--- config.mk ---
export PLATFORM = sky130hd
export DESIGN_NAME = sys_bus_ctrl
export DESIGN_NICKNAME = d
export VERILOG_FILES = /design/src/rtl/sys_bus_pkg.sv /design/src/rtl/bus_timeout_cnt.sv /design/src/rtl/sys_bus_ctrl.sv
export SDC_FILE = /design/constraint.sdc
export NUM_CORES = 1
export LEC_CHECK = 0
export CORE_ASPECT_RATIO = 0.6
export CORE_MARGIN = 2
export CORE_UTILIZATION = 32
export DETAILED_ROUTE_END_ITERATION = 7
export PLACE_DENSITY = 0.78
export SYNTH_ARGS = -nofsm -noshare
export SYNTH_HDL_FRONTEND = slang
export SYNTH_SLANG_ARGS = --single-unit
--- constraint.sdc ---
create_clock -name sys_clk -period 1.6 [get_ports sys_clk]
set_input_delay 0.16 -clock sys_clk [delete_from_list [all_inputs] [get_ports sys_clk]]
set_output_delay 0.16 -clock sys_clk [all_outputs]
set_load 0.01 [all_outputs]
--- src/rtl/sys_bus_pkg.sv ---
// sys_bus_pkg
// Shared types and constants for the system data-bus controller.
//   bus_state_t : controller FSM states (IDLE, ACCESS, RESP)
//   TGT_*       : bit positions of each target in tgt_sel / tgt_ready
//   BUS_TO_W    : width of the optional access timeout counter
//   oh_to_idx   : one-hot target enable vector -> target index
package sys_bus_pkg;

  typedef enum logic [1:0] {
    IDLE   = 2'd0,
    ACCESS = 2'd1,
    RESP   = 2'd2
  } bus_state_t;

  localparam int TGT_SFR  = 0;
  localparam int TGT_IO   = 1;
  localparam int TGT_DFM  = 2;
  localparam int TGT_PFM  = 3;
  localparam int TGT_NUM  = 4;
  localparam int BUS_TO_W = 16;

  // Only meaningful for a one-hot input; any other pattern is rejected
  // upstream before the index is ever used to strobe a target.
  function automatic logic [1:0] oh_to_idx(input logic [TGT_NUM-1:0] oh);
    logic [1:0] idx;
    idx = 2'd0;
    if (oh[TGT_IO])  idx = 2'(TGT_IO);
    if (oh[TGT_DFM]) idx = 2'(TGT_DFM);
    if (oh[TGT_PFM]) idx = 2'(TGT_PFM);
    return idx;
  endfunction

endpackage

--- src/rtl/bus_timeout_cnt.sv ---
// bus_timeout_cnt
// Counts ACCESS cycles without target ready and flags the cycle in which
// the count would reach LIMIT. Only instantiated when SYS_BUS_TIMEOUT_EN
// is defined.
// Ports:
//   clk    : clock, rising edge
//   rst_n  : synchronous active-low reset
//   clr    : clear the count (held while not in ACCESS)
//   en     : count this cycle (ACCESS without selected ready)
//   expire : this waiting cycle is the LIMIT-th one; abort the access
module bus_timeout_cnt
  import sys_bus_pkg::*;
#(
  parameter int LIMIT = 255
) (
  input  logic clk,
  input  logic rst_n,
  input  logic clr,
  input  logic en,
  output logic expire
);

  logic [BUS_TO_W-1:0] cnt;

  always_ff @(posedge clk) begin
    if (!rst_n || clr) begin
      cnt <= '0;
    end else if (en) begin
      cnt <= cnt + 1'b1;
    end
  end

  // Fire one cycle early so the FSM leaves ACCESS on the edge where the
  // count reaches LIMIT; LIMIT waiting cycles are seen with tgt_sel high.
  assign expire = en && (cnt == BUS_TO_W'(LIMIT - 1));

endmodule

--- src/rtl/sys_bus_ctrl.sv ---
// sys_bus_ctrl
// Single-master data-bus controller between the core load/store port and
// the SFR / IO / DFM / PFM memory segments. One outstanding access; the
// request is registered, exactly one target is strobed until its ready,
// and a one-cycle response (data or error) is returned to the core.
// Optional feature macro: SYS_BUS_TIMEOUT_EN (abort hung targets after
// TIMEOUT_CYCLES waiting cycles with rsp_err).
// Ports:
//   sys_clk, sys_rst_n        : clock, synchronous active-low reset
//   req_*                     : core request (valid/ready handshake)
//   en_mem_*                  : combinational segment decode of req_addr
//   tgt_sel, tgt_we/be/addr/wdata : one-hot strobe and shared request copy
//   tgt_ready, tgt_rdata_*    : per-target completion and read data
//   rsp_valid, rsp_rdata, rsp_err : one-cycle response to the core
module sys_bus_ctrl
  import sys_bus_pkg::*;
#(
  parameter int TIMEOUT_CYCLES = 255
) (
  input  logic                sys_clk,
  input  logic                sys_rst_n,
  input  logic                req_valid,
  output logic                req_ready,
  input  logic                req_we,
  input  logic [3:0]          req_be,
  input  logic [31:0]         req_addr,
  input  logic [31:0]         req_wdata,
  input  logic                en_mem_sfr,
  input  logic                en_mem_io,
  input  logic                en_mem_undef,
  input  logic                en_mem_dfm,
  input  logic                en_mem_pfm,
  output logic [TGT_NUM-1:0]  tgt_sel,
  output logic                tgt_we,
  output logic [3:0]          tgt_be,
  output logic [31:0]         tgt_addr,
  output logic [31:0]         tgt_wdata,
  input  logic [TGT_NUM-1:0]  tgt_ready,
  input  logic [31:0]         tgt_rdata_sfr,
  input  logic [31:0]         tgt_rdata_io,
  input  logic [31:0]         tgt_rdata_dfm,
  input  logic [31:0]         tgt_rdata_pfm,
  output logic                rsp_valid,
  output logic [31:0]         rsp_rdata,
  output logic                rsp_err
);

  bus_state_t          state, state_nxt;
  logic [1:0]          tgt_idx;
  logic [TGT_NUM-1:0]  real_en;
  logic                real_onehot;
  logic                req_bad;
  logic                sel_ready;
  logic                timeout;
  logic                acc_done;
  logic [31:0]         rdata_mux;

  // Request classification: undefined region, ambiguous/missing decode
  // and writes into program flash never reach a target.
  always_comb begin
    real_en                = '0;
    real_en[TGT_SFR]       = en_mem_sfr;
    real_en[TGT_IO]        = en_mem_io;
    real_en[TGT_DFM]       = en_mem_dfm;
    real_en[TGT_PFM]       = en_mem_pfm;
    real_onehot            = (real_en != '0) && ((real_en & (real_en - 1'b1)) == '0);
    req_bad                = en_mem_undef || !real_onehot || (req_we && en_mem_pfm);
  end

  // Completion and read data are taken only from the latched target.
  always_comb begin
    sel_ready = tgt_ready[tgt_idx];
    unique case (tgt_idx)
      2'(TGT_SFR): rdata_mux = tgt_rdata_sfr;
      2'(TGT_IO):  rdata_mux = tgt_rdata_io;
      2'(TGT_DFM): rdata_mux = tgt_rdata_dfm;
      default:     rdata_mux = tgt_rdata_pfm;
    endcase
  end

`ifdef SYS_BUS_TIMEOUT_EN
  bus_timeout_cnt #(
    .LIMIT (TIMEOUT_CYCLES)
  ) u_timeout (
    .clk    (sys_clk),
    .rst_n  (sys_rst_n),
    .clr    (state != ACCESS),
    .en     ((state == ACCESS) && !sel_ready),
    .expire (timeout)
  );
`else
  assign timeout = 1'b0;
`endif

  // Ready has priority: timeout only asserts when ready is absent.
  assign acc_done = (state == ACCESS) && (sel_ready || timeout);

  always_ff @(posedge sys_clk) begin
    if (!sys_rst_n) state <= IDLE;
    else            state <= state_nxt;
  end

  always_comb begin
    state_nxt = state;
    req_ready = 1'b0;
    tgt_sel   = '0;
    rsp_valid = 1'b0;
    unique case (state)
      IDLE: begin
        req_ready = 1'b1;
        if (req_valid) state_nxt = req_bad ? RESP : ACCESS;
      end
      ACCESS: begin
        tgt_sel = TGT_NUM'(1) << tgt_idx;
        if (acc_done) state_nxt = RESP;
      end
      RESP: begin
        rsp_valid = 1'b1;
        state_nxt = IDLE;
      end
      default: state_nxt = IDLE;
    endcase
  end

  // Request copy, target index and response registers. rsp_err is decided
  // on acceptance for decode faults and on completion for timeouts, and
  // both response registers return to 0 once the response has been shown.
  always_ff @(posedge sys_clk) begin
    if (!sys_rst_n) begin
      tgt_we    <= 1'b0;
      tgt_be    <= '0;
      tgt_addr  <= '0;
      tgt_wdata <= '0;
      tgt_idx   <= '0;
      rsp_rdata <= '0;
      rsp_err   <= 1'b0;
    end else if ((state == IDLE) && req_valid) begin
      tgt_we    <= req_we;
      tgt_be    <= req_be;
      tgt_addr  <= req_addr;
      tgt_wdata <= req_wdata;
      tgt_idx   <= oh_to_idx(real_en);
      rsp_rdata <= '0;
      rsp_err   <= req_bad;
    end else if (acc_done) begin
      rsp_rdata <= (sel_ready && !tgt_we) ? rdata_mux : '0;
      rsp_err   <= !sel_ready;
    end else if (state == RESP) begin
      rsp_rdata <= '0;
      rsp_err   <= 1'b0;
    end
  end

endmodule

==> reports/qor.tcl, run 1 <==
set qor(final.setup.tns_ns) -1.137
set qor(grt.overflow.total) 0
set qor(design_power_total_mw) 6.455
set qor(drive_gt1_share_pct) 10.48
set qor(endpoint_kind) {flip-flop}
set qor(relSlewSlack_pct) 60.14
set qor(initial_core_util_pct) 32.37
set qor(timing.critical_path.fanout_max) 32
set qor(chipHeight_um) 97.28
set qor(holdCritPathClass) {in -> reg}
set qor(f_max_ghz) 0.6049
set qor(critical_path_arrival_ns) 1.93
set qor(detailroute.via_count) 4701
set qor(tritoncts) {yes}
set qor(floorplan.io_pins) 317
set qor(worstPathRequired_ns) 1.88
set qor(core_ar_um2) 14340
set qor(timing_max_transition_violations_final) 0
set qor(internal-power_mw) 4.830
set qor(rows) 34
set qor(num_antenna_cells) 0
set qor(power_leakage_nw) 3.110
set qor(ys_types) 27
set qor(p_per_area_nw_per_um2) 770.1
set qor(power.share.combinational_pct) 24.3
set qor(avg_wl_per_cell_um) 17.32
set qor(max_cap_violations) 0
set qor(period_needed_ns) 1.653
set qor(failed_checks) {setup timing}
set qor(ys.warnings.count) 0
set qor(setup_viol) 32
set qor(ant_nets) 0
set qor(first_iter_violations) 216
set qor(clock_skew_ns) 0.01003
set qor(initial_antenna_violation_count) 0
set qor(ctsRootBufferMaster) {clkbuf_16}
set qor(peakVddDrop_mv) 0.6170
set qor(timing.hold.ws_ns) 0.1171
set qor(cts.sinks) 106
set qor(insertion_delay_to_the_later_sink_of_the_worst_skew_pair_ns) 0.34
set qor(syn_area_um2) 4641
set qor(postLayoutSetupSlackWorst_ns) -0.05329
set qor(synth.net_count) 667
set qor(cts.path.max_buffers) 2
set qor(p_switching_mw) 1.625
set qor(switching_portion_of_total_power_pct) 25.18
set qor(htreeDepth) 3
set qor(routabilityCongestion) 0.8503
set qor(grt_pass1_wl_um) 26700
set qor(floorplan.die_area_um2) 15510
set qor(grt_pass1_vias) 5003
set qor(finalWirelength_um) 16820
set qor(area_growth_syn_to_layout_pct) 80.61
set qor(final_util_pct) 58.47
set qor(finalHoldViolCount) 0
set qor(vias_per_cell) 4.841
set qor(finish.net_count) 977
set qor(seqPwrFrac_pct) 43.9
set qor(ys_ff_latch) 106
set qor(grt.total_usage_pct) 21.59
set qor(min_period_over_period_pct) 103.3
set qor(place.port_buffers) 316
set qor(grt_start_max_net_pins) 72
set qor(worst_setup_hold_path_clk_slew_ns) 0.07
set qor(start_kind) {flip-flop}
set qor(first_pass_iters) 4
set qor(rsz_0062_raised_after_global_routing) {yes}
set qor(synthesis.area_per_instance_um2) 10.13
set qor(power.clock.fraction_pct) 31.9
set qor(run_status) {finished, violations left}
set qor(synth_enable_flop_cells) 0
set qor(detail_route.drc_violations) 0
set qor(synthesis.instances) 458
set qor(die_w_um) 159.5
set qor(pre_cts_slack_ns) -0.2528
set qor(dp_hpwl_um) 13330
set qor(worst-setup-path-type) {reg -> reg}
set qor(synth_sequential_area_ratio_pct) 45.73
set qor(postSynth.topFlopCell) {dfxtp_1}
set qor(worst_slew_pin_slew_ns) 0.5980
set qor(cts-buffers-inserted) 9
set qor(ys_async_rst_share_pct) 0
## critical path, cell delays in order (launching register included)
cell and delay, ns:
dfxtp_2 0.35, mux4_2 0.54, nand2b_1 0.12, a32o_2 0.21, buf_12 0.19, a22o_1 0.17
## Yosys cell counts, types with 2 or more instances
master    number  area share, %
nand2_1      143             12
dfxtp_1      106             46
a21boi_1      70             11
mux4_2        33             16
a22o_1        32            6.0
clkbuf_1      18            1.5
buf_2         13            1.4
buf_4          4           0.65
buf_6          4           0.97
nor2_1         4           0.32
nor2b_1        4           0.54
nor3b_1        4           0.65
a21oi_1        3           0.32
nand2b_1       3           0.40
nor4b_1        3           0.57
inv_1          2           0.16
o21ai_0        2           0.22
## logic make-up (layout without fill, tap and decap cells)
logic type	after synthesis	in the layout	share of synthesized area [%]
AO/OA/AOI/OAI	111	111	18.66
buffers and inverters	41	356	4.637
flip-flops	106	106	45.73
multiplexers	33	33	16.02
AND/OR/NAND/NOR	167	167	14.96
## layer usage
metal | share of wire (%) | up-vias | global-route usage (%)
li1 | - | 2230 | -
met1 | 42 | 2283 | 25.60
met2 | 49 | 159 | 37.93
met3 | 6.5 | 29 | 6.701
met4 | 2.1 | 0 | 5.874
met5 | 0 | - | 0
## area by class of cell
type,count,area [µm²]
Clock buffer,11,232.7
Timing Repair Buffer,338,3401
Inverter,2,7.507
Sequential cell,106,2126
Tap cell,198,247.7
Fill cell,1241,5954
Multi-Input combinational cell,311,2330
Clock inverter,5,37.54
## final timing paths
check                                  from       endpoint  slack [ns]  cells past startpoint
worst max-delay path             tgt_idx[0]  rsp_rdata[14]       -0.05                      5
worst min-delay path              sys_rst_n     tgt_idx[0]        0.12                      2
worst max register to register   tgt_idx[0]  rsp_rdata[14]       -0.05                      5
worst min register to register  tgt_addr[5]    tgt_addr[5]        0.45                      2
## metrics by stage
stage	std cells	area (µm²)
floorplan	458	4646
CTS	971	8368
detailed placement	954	8089
global route	971	8382
finish	971	8382
global placement	954	8089
## cell usage in the layout, fill, tap and decap left out, types with 4 or more instances in the layout
master | synthesis | final
clkdlybuf4s50_1 | 0 | 309
nand2_1 | 143 | 142
dfxtp_1 | 106 | 103
a21boi_1 | 70 | 70
mux4_2 | 33 | 33
a22o_1 | 32 | 32
buf_4 | 4 | 15
clkbuf_16 | 0 | 9
buf_12 | 0 | 7
dlygate4sd2_1 | 0 | 4
## what timing repair did
item                       CTS  global route
hold buffers                 0             0
setup endpoints to repair   41            40
gates resized for setup     14             4
buffers inserted             1             0
pin swaps                    0             0
## power by group through the flow
stage	sequential, mW	combinational (mW)	clock, mW
after floorplan	2.93	0.569	0
after global placement	2.88	1.53	0
after detailed placement	2.89	1.57	0
after CTS	2.83	1.58	2.13
after global routing	2.85	1.68	2.24
final	2.83	1.57	2.06
## registers in the layout, indices dropped and copies added (netlist names)
| signal | flops |
|---|---|
| rsp_err | 1 |
| rsp_rdata | 32 |
| state | 2 |
| tgt_addr | 32 |
| tgt_be | 4 |
| tgt_idx | 2 |
| tgt_wdata | 32 |
| tgt_we | 1 |
Power figures use the tool's default switching activity.
==> inputs of run 2 (changes only) <==
--- a/config.mk
+++ b/config.mk
@@ -8,7 +8,9 @@
 export CORE_ASPECT_RATIO = 0.6
 export CORE_MARGIN = 2
 export CORE_UTILIZATION = 32
+export CTS_CLUSTER_SIZE = 10
 export DETAILED_ROUTE_END_ITERATION = 7
+export HOLD_SLACK_MARGIN = 0.1
 export PLACE_DENSITY = 0.78
 export SYNTH_ARGS = -nofsm -noshare
 export SYNTH_HDL_FRONTEND = slang
==> results of run 2 <==
Same layout as run 1: the final DEF is identical, and so are final timing and power.
